$ cat src/rtl/ldpc_parity_reader_if.sv
// ldpc_parity_reader_if
// Output stream of the LDPC parity reader toward rate matching.
// Handshake: a transfer happens on every rising clk edge where out_valid and
// out_ready are both 1; while out_valid is 1 and out_ready is 0 the producer
// holds out_block/out_index/out_last unchanged; out_valid never depends on
// out_ready.
//   out_block  parity block data (MAX_ZC bits)
//   out_valid  out_block/out_index/out_last are valid
//   out_ready  consumer accepts the current block
//   out_index  parity block index of out_block (ADDR_W bits)
//   out_last   out_block is the final block of the codeword
// master = producer (the reader), slave = consumer.
interface ldpc_parity_reader_if #(
  parameter int MAX_ZC = 384,
  parameter int ADDR_W = 9
);
  logic [MAX_ZC-1:0] out_block;
  logic              out_valid;
  logic              out_ready;
  logic [ADDR_W-1:0] out_index;
  logic              out_last;

  modport master (output out_block, out_valid, out_index, out_last, input out_ready);
  modport slave  (input out_block, out_valid, out_index, out_last, output out_ready);
endinterface

$ cat src/rtl/ldpc_parity_reader.sv
// ldpc_parity_reader
// Sweeps the LDPC encoder parity buffer once per codeword (46 blocks for BG1,
// 42 for BG2) after a rising edge of cw_vector_valid, tags each returned word
// through a RD_LATENCY-deep pipeline, and queues it in a small FIFO that feeds
// a valid/ready stream. Reads are throttled by FIFO credit only, so the FIFO
// can never overflow.
// Optional build macro: ZC_MASK_EN -- zero bits [MAX_ZC-1:zc] of every pushed
// block using the zc latched at start; when undefined parity_out passes
// through unmodified and zc is ignored.
// Ports:
//   clk, reset_n          clock, asynchronous active-low reset
//   cw_vector_valid       parity buffer complete (level, rising edge starts)
//   bg_sel, zc            base graph select / lifting size, sampled at start
//   parity_out            read data from encoder (RD_LATENCY after rd_en)
//   parity_out_address    read address (0 when no read is issued)
//   parity_out_rd_en      read strobe
//   out_if                output stream (ldpc_parity_reader_if.master)
//   busy                  reader not idle
//   cw_read_done          1-cycle pulse after the last block is accepted
//   overrun               sticky: rising edge seen while busy
//   dbg_state             FSM state (0 idle, 1 read, 2 drain)
module ldpc_parity_reader #(
  parameter int MAX_ZC            = 384,
  parameter int ADDR_W            = 9,
  parameter int BG1_PARITY_BLOCKS = 46,
  parameter int BG2_PARITY_BLOCKS = 42,
  parameter int RD_LATENCY        = 1,
  parameter int FIFO_DEPTH        = 4
) (
  input  logic                 clk,
  input  logic                 reset_n,
  input  logic                 cw_vector_valid,
  input  logic                 bg_sel,
  input  logic [8:0]           zc,
  input  logic [MAX_ZC-1:0]    parity_out,
  output logic [ADDR_W-1:0]    parity_out_address,
  output logic                 parity_out_rd_en,
  ldpc_parity_reader_if.master out_if,
  output logic                 busy,
  output logic                 cw_read_done,
  output logic                 overrun,
  output logic [1:0]           dbg_state
);
  localparam int PTR_W = (FIFO_DEPTH > 1) ? $clog2(FIFO_DEPTH) : 1;
  localparam int CNT_W = $clog2(FIFO_DEPTH + 1);
  localparam logic [CNT_W-1:0] DEPTH_C = CNT_W'(FIFO_DEPTH);

  localparam logic [1:0] ST_IDLE  = 2'd0;
  localparam logic [1:0] ST_READ  = 2'd1;
  localparam logic [1:0] ST_DRAIN = 2'd2;

  logic [1:0]        state;
  logic              cw_q;
  logic              rise;
  logic [ADDR_W-1:0] n_total;
  logic [ADDR_W-1:0] last_idx;
  logic [ADDR_W-1:0] addr_cnt;

  logic [RD_LATENCY-1:0] vld_pipe;
  logic [ADDR_W-1:0]     idx_pipe [RD_LATENCY];
  logic [CNT_W-1:0]      inflight;
  logic [CNT_W:0]        used;

  logic [MAX_ZC-1:0] data_mem [FIFO_DEPTH];
  logic [ADDR_W-1:0] idx_mem  [FIFO_DEPTH];
  logic              last_mem [FIFO_DEPTH];
  logic [PTR_W-1:0]  wr_ptr;
  logic [PTR_W-1:0]  rd_ptr;
  logic [CNT_W-1:0]  count;

  logic              issue;
  logic              push;
  logic              pop;
  logic              head_last;
  logic [MAX_ZC-1:0] push_data;

  assign rise      = cw_vector_valid & ~cw_q;
  assign last_idx  = n_total - 1'b1;
  assign busy      = (state != ST_IDLE);
  assign dbg_state = state;

  // Reads already issued but not yet returned occupy FIFO space too.
  always_comb begin
    inflight = '0;
    for (int i = 0; i < RD_LATENCY; i++) inflight = inflight + CNT_W'(vld_pipe[i]);
  end
  assign used = {1'b0, count} + {1'b0, inflight};

  assign issue              = (state == ST_READ) && (used < {1'b0, DEPTH_C});
  assign parity_out_rd_en   = issue;
  assign parity_out_address = issue ? addr_cnt : '0;

  assign push      = vld_pipe[RD_LATENCY-1];
  assign pop       = out_if.out_valid && out_if.out_ready;
  assign head_last = last_mem[rd_ptr];

  // Head fields are forced to zero when empty so every output is 0 in reset.
  assign out_if.out_valid = (count != '0);
  assign out_if.out_block = out_if.out_valid ? data_mem[rd_ptr] : '0;
  assign out_if.out_index = out_if.out_valid ? idx_mem[rd_ptr]  : '0;
  assign out_if.out_last  = out_if.out_valid && head_last;

`ifdef ZC_MASK_EN
  logic [8:0]        zc_q;
  logic [MAX_ZC-1:0] zc_mask;

  always_ff @(posedge clk or negedge reset_n) begin
    if (!reset_n)                          zc_q <= '0;
    else if ((state == ST_IDLE) && rise)   zc_q <= zc;
  end

  always_comb begin
    zc_mask = '0;
    for (int i = 0; i < MAX_ZC; i++) zc_mask[i] = (i < int'(zc_q));
  end
  assign push_data = parity_out & zc_mask;
`else
  logic unused_zc;
  assign unused_zc = ^zc;
  assign push_data = parity_out;
`endif

  // Control FSM, start edge detect, address counter, done/overrun flags.
  always_ff @(posedge clk or negedge reset_n) begin
    if (!reset_n) begin
      state        <= ST_IDLE;
      cw_q         <= 1'b0;
      n_total      <= '0;
      addr_cnt     <= '0;
      cw_read_done <= 1'b0;
      overrun      <= 1'b0;
    end else begin
      cw_q         <= cw_vector_valid;
      cw_read_done <= 1'b0;
      if (rise && (state != ST_IDLE)) overrun <= 1'b1;
      case (state)
        ST_IDLE: begin
          if (rise) begin
            n_total  <= bg_sel ? ADDR_W'(BG2_PARITY_BLOCKS) : ADDR_W'(BG1_PARITY_BLOCKS);
            addr_cnt <= '0;
            state    <= ST_READ;
          end
        end
        ST_READ: begin
          if (issue) begin
            addr_cnt <= addr_cnt + 1'b1;
            if (addr_cnt == last_idx) state <= ST_DRAIN;
          end
        end
        ST_DRAIN: begin
          if (pop && head_last && (inflight == '0)) begin
            state        <= ST_IDLE;
            cw_read_done <= 1'b1;
          end
        end
        default: state <= ST_IDLE;
      endcase
    end
  end

  // Return tag pipeline: stage RD_LATENCY-1 lines up with parity_out.
  always_ff @(posedge clk or negedge reset_n) begin
    if (!reset_n) begin
      vld_pipe <= '0;
      for (int i = 0; i < RD_LATENCY; i++) idx_pipe[i] <= '0;
    end else begin
      for (int i = RD_LATENCY - 1; i > 0; i--) begin
        vld_pipe[i] <= vld_pipe[i-1];
        idx_pipe[i] <= idx_pipe[i-1];
      end
      vld_pipe[0] <= issue;
      idx_pipe[0] <= addr_cnt;
    end
  end

  // FIFO pointers and occupancy.
  always_ff @(posedge clk or negedge reset_n) begin
    if (!reset_n) begin
      wr_ptr <= '0;
      rd_ptr <= '0;
      count  <= '0;
    end else begin
      if (push) wr_ptr <= wr_ptr + 1'b1;
      if (pop)  rd_ptr <= rd_ptr + 1'b1;
      case ({push, pop})
        2'b10:   count <= count + 1'b1;
        2'b01:   count <= count - 1'b1;
        default: count <= count;
      endcase
    end
  end

  // FIFO storage; contents are don't-care while the pointers say empty.
  always_ff @(posedge clk) begin
    if (push) begin
      data_mem[wr_ptr] <= push_data;
      idx_mem[wr_ptr]  <= idx_pipe[RD_LATENCY-1];
      last_mem[wr_ptr] <= (idx_pipe[RD_LATENCY-1] == last_idx);
    end
  end

  a_no_overflow: assert property (@(posedge clk) disable iff (!reset_n)
    !(push && !pop && (count == DEPTH_C)));
endmodule

$ cat src/flat_wrapper.sv
// flat-port wrapper written by rule: the top's interface ports become plain ports
module ldpc_parity_reader_flat 
#(
  parameter int MAX_ZC            = 384,
  parameter int ADDR_W            = 9,
  parameter int BG1_PARITY_BLOCKS = 46,
  parameter int BG2_PARITY_BLOCKS = 42,
  parameter int RD_LATENCY        = 1,
  parameter int FIFO_DEPTH        = 4
)
  (clk, reset_n, cw_vector_valid, bg_sel, zc, parity_out, parity_out_address, parity_out_rd_en, busy, cw_read_done, overrun, dbg_state, out_if_out_block, out_if_out_valid, out_if_out_index, out_if_out_last, out_if_out_ready);
  ldpc_parity_reader_if #(.MAX_ZC(MAX_ZC), .ADDR_W(ADDR_W)) out_if_i ();
  input  logic clk;
  input  logic reset_n;
  input  logic cw_vector_valid;
  input  logic bg_sel;
  input  logic [8:0] zc;
  input  logic [MAX_ZC-1:0] parity_out;
  output logic [ADDR_W-1:0] parity_out_address;
  output logic parity_out_rd_en;
  output logic busy;
  output logic cw_read_done;
  output logic overrun;
  output logic [1:0] dbg_state;
  output wire logic [$bits(out_if_i.out_block)-1:0] out_if_out_block;
  output wire logic [$bits(out_if_i.out_valid)-1:0] out_if_out_valid;
  output wire logic [$bits(out_if_i.out_index)-1:0] out_if_out_index;
  output wire logic [$bits(out_if_i.out_last)-1:0] out_if_out_last;
  input wire logic [$bits(out_if_i.out_ready)-1:0] out_if_out_ready;
  assign out_if_out_block = out_if_i.out_block;
  assign out_if_out_valid = out_if_i.out_valid;
  assign out_if_out_index = out_if_i.out_index;
  assign out_if_out_last = out_if_i.out_last;
  assign out_if_i.out_ready = out_if_out_ready;
  ldpc_parity_reader #(.MAX_ZC(MAX_ZC), .ADDR_W(ADDR_W), .BG1_PARITY_BLOCKS(BG1_PARITY_BLOCKS), .BG2_PARITY_BLOCKS(BG2_PARITY_BLOCKS), .RD_LATENCY(RD_LATENCY), .FIFO_DEPTH(FIFO_DEPTH)) u_core (.clk(clk), .reset_n(reset_n), .cw_vector_valid(cw_vector_valid), .bg_sel(bg_sel), .zc(zc), .parity_out(parity_out), .parity_out_address(parity_out_address), .parity_out_rd_en(parity_out_rd_en), .out_if(out_if_i), .busy(busy), .cw_read_done(cw_read_done), .overrun(overrun), .dbg_state(dbg_state));
endmodule
$ cat config.mk
export PLATFORM = sky130hd
export DESIGN_NAME = ldpc_parity_reader_flat
export DESIGN_NICKNAME = d
export VERILOG_FILES = /design/src/rtl/ldpc_parity_reader_if.sv /design/src/rtl/ldpc_parity_reader.sv /design/src/flat_wrapper.sv
export SDC_FILE = /design/constraint.sdc
export NUM_CORES = 1
export LEC_CHECK = 0
export CORE_MARGIN = 1.5
export CORE_UTILIZATION = 45
export CTS_CLUSTER_DIAMETER = 50
export DETAILED_ROUTE_END_ITERATION = 10
export GPL_TIMING_DRIVEN = 0
export PLACE_DENSITY = 0.69
export SLEW_MARGIN = 15
export SYNTH_ARGS = -nofsm -noshare
export SYNTH_HDL_FRONTEND = slang
export SYNTH_SLANG_ARGS = --single-unit
$ cat constraint.sdc
create_clock -name clk -period 11.6 [get_ports clk]
set_clock_uncertainty 0.15 [all_clocks]
set_input_delay 2.9 -clock clk [delete_from_list [all_inputs] [get_ports clk]]
set_output_delay 2.9 -clock clk [all_outputs]
set_load 0.01 [all_outputs]
==> metrics.md <==
| Metric | Value |
|---|---|
| Router iterations before antenna repair | 5 |
| Area of the multi-input gates | 12100 um^2 |
| Total GRT Usage | 0.2076 |
| Mux cell area share after synthesis | 0.1456 |
| Gate Count Post-Synth | 2652 |
| Nets | 4070 |
| Layout cell share with drive strength beyond 1 | 0.2038 |
| Core ar. | 135100 um^2 |
| Initial antenna violation count | 49 |
| CP Class | flop to output pin |
| Die height | 371.7 um |
| Worst setup margin | 4.649 ns |
| Yosys Warn Count | 0 |
| Final number of max-transition violations | 0 |
| Cell taking the most area after synthesis | edfxtp_1 |
| Final core occ | 0.5759 |
| Simple-Gate Fraction of Synth Area | 0.04609 |
| Area Overhead vs Synth | 27.24% |
| Final period util | 0.5992 |
| Initial Util | 0.4526 |
| Pin count of the biggest net entering global routing | 50 |
| Worst skew pair latency | 0.79 ns |
| RSZ-0062 raised after global routing | false |
| PD cells | 276.7 nW/um^2 |
| Register area share after synthesis | 0.7873 |
| Max Clock Freq | 143.9 MHz |
| Grt total ovfl | 0 |
| Routability cong. | 0.7854 |
| Vias in the first global route | 30840 |
| Drt drc | 0 |
| Via density | 5.302 |
| Max Cap Viol | 0 |
| Synth top area share | 0.7738 |
| Post-synth EDFFs | 1576 |
| Area of the mapped netlist | 61160 um^2 |
| Final Hold Fails | 0 |
| Hold buffers post-CTS | 0 |
| Synth Flop Type | edfxtp_1 |
| Peak VDD IR | 0.1881 mV |
| CTS tree | built |
| Combinational family with the most area after synthesis | multiplexers |
| Final hold slack | 0.3245 ns |
| Area of the die | 138100 um^2 |
| Clock Tree Root | clkbuf_16 |
| Distinct cells, synth | 41 |
| Routed WL per cell | 25.86 um |
| Fill cell count | 9856 |
| Final setup fails | 0 |
| Syn_nets | 3059 |
| Count leader, synth | edfxtp_1 |
| Iter 0 DRT Violations | 2148 |
| Vias after detailed routing | 29650 |
| Antenna Nets Post-Route | 0 |
| Setup TNS | 0 ns |
| Flip-flop and latch area | 48150 um^2 |
| Critical Path RT | 8.55 ns |
| Avg Cell Area, Syn | 23.06 um^2 |
| Port bufs | 798 |
| Die X | 371.7 um |
| Synth Area in Adders | 0.001964 |
| Worst path arrival time | 3.90 ns |
| Setup bufs post-CTS | 0 |
| Setup crit start kind | flop |
| Clock Tree Buf Depth | 3 |
| Status | complete, no violations |
| Htree depth | 4 |
| Compound-cell area share of the yosys netlist | 0.002168 |
| Post-synth ARST share | 0.02051 |
| CP endpoint kind | output pin |
| Hold Path Class | flop to flop |
| Pleak | 25.27 nW |
| Crit Path Max Fanout | 10 |
| CTS buffer count | 172 |
| Period minus WS final | 6.951 ns |
| Slew @ Worst Pin | 0.8816 ns |
| Total length of routed wires | 144600 um |
| Flops & latches, synth | 1609 |
| Max-slew headroom | 0.4123 |
| Global-route wire length before repair | 206900 um |
| Num rows | 135 |
| I/O Pins | 808 |
| Num Clock Sinks | 1609 |
| Post-cts resize count | 0 |
| Synth cell count leaders | 1576 x edfxtp_1, 399 x and2_1, 394 x mux4_2 |
| Reg clk slew, reported paths | 0.06 ns |
| Dpl ws | 5.280 ns |
| Hpwl dp | 98610 um |
| Synth area leaders | edfxtp_1 77%, mux4_2 15%, and2_1 4.1% |
| Post-synthesis xor/xnor area fraction | 0.001862 |
metal layers:
metal,GRT usage,up-vias,routed length [um]
li1,-,12940,-
met2,0.3404,1019,72390
met4,0.05793,68,2807
met3,0.08712,238,14760
met5,0,-,453
met1,0.2522,15390,54230
placed cells by master (no fill, tap or decap), types with 4 or more instances in the layout:
master           Yosys  layout
bufinv_16            0       8
nand2_1             16      16
clkinv_2             0      20
nor2_1              10      10
clkdlybuf4s50_1      0     797
xor2_1               7       7
buf_2               46      47
diode_2              0      15
and2_4               0       4
dfrtp_1             33      33
edfxtp_1          1576    1576
buf_12               0      11
clkbuf_16            0     177
mux4_2             394     394
o21ai_0              5       5
clkinv_1             0      36
and2_1             399     395
inv_6                0       8
clkbuf_1            45      80
buf_6               41      41
nand3_1              6       6
clkinvlp_4           0      10
and3_1               9       9
xnor2_1              6       6
buf_16               0      28
ha_1                 8       8
inv_1               12      12
where the power goes:
group	internal, mW	total, mW	switching [mW]
registers	7.76	8.04	0.280
clock network	3.00	5.20	2.20
logic	4.27	8.30	4.03
flip-flops by register name (all words and copies together), names as in the netlist:
name	count
u_core.wr_ptr	2
u_core.overrun	1
u_core.cw_q	1
u_core.dbg_state	2
u_core.cw_read_done	1
u_core.push	1
u_core.count	3
u_core.data_mem	1536
u_core.rd_ptr	2
u_core.n_total	2
u_core.idx_mem	36
u_core.idx_pipe	9
u_core.addr_cnt	9
u_core.last_mem	4
layout make-up:
cell class                      instances  area share
Timing Repair Buffer                  837      0.1153
Clock buffer                          215     0.05900
Buffer                                135     0.01130
Tap cell                             1781     0.02863
Clock inverter                         93     0.01053
Inverter                               12   0.0005788
Antenna cell                           15   0.0004823
Sequential cell                      1609      0.6187
Multi-Input combinational cell        896      0.1555
cell families (layout without fill, tap and decap cells):
family	count (synthesis)	in the layout
DFF	1609	1609
and+or+nand+nor	460	460
muxes	397	397
buffers and inverters	147	1292
AOI/OAI and AO/OA	17	17
xor gates and xnor gates	13	13
adders and majority gates	9	9
other	0	15
path summary, 6_finish.rpt:
check | from | end | slack, ns | depth (start not counted)
max | u_core.count[0] | out_if_out_block[178] | 4.65 | 6
min | u_core.overrun | u_core.overrun | 0.32 | 1
max reg2reg | u_core.wr_ptr[0] | u_core.data_mem[0][300] | 8.50 | 8
min reg2reg | u_core.overrun | u_core.overrun | 0.32 | 1
max in group asynchronous | reset_n | u_core.rd_ptr[0] | 9.13 | 2
min in group asynchronous | reset_n | u_core.overrun | 1.77 | 1
critical path: stages, from the launching register on:
cell and delay [ns]:
dfrtp_1 0.45, or3_1 0.13, buf_2 0.38, buf_2 0.56
clkbuf_1 0.46, and2_1 0.47, clkdlybuf4s50_1 0.63
per-stage QoR:
step           power [mW]  instance area (um^2)  instances
6_report            21.53                 77830       5593
2_1_floorplan       12.91                 61160       2652
4_1_cts             21.84                 77790       5578
5_1_grt             22.50                 77810       5587
3_5_place_dp        16.60                 72380       5270
3_3_place_gp        17.35                 71380       5231
Note: power is estimated with default switching activity, not from simulation.
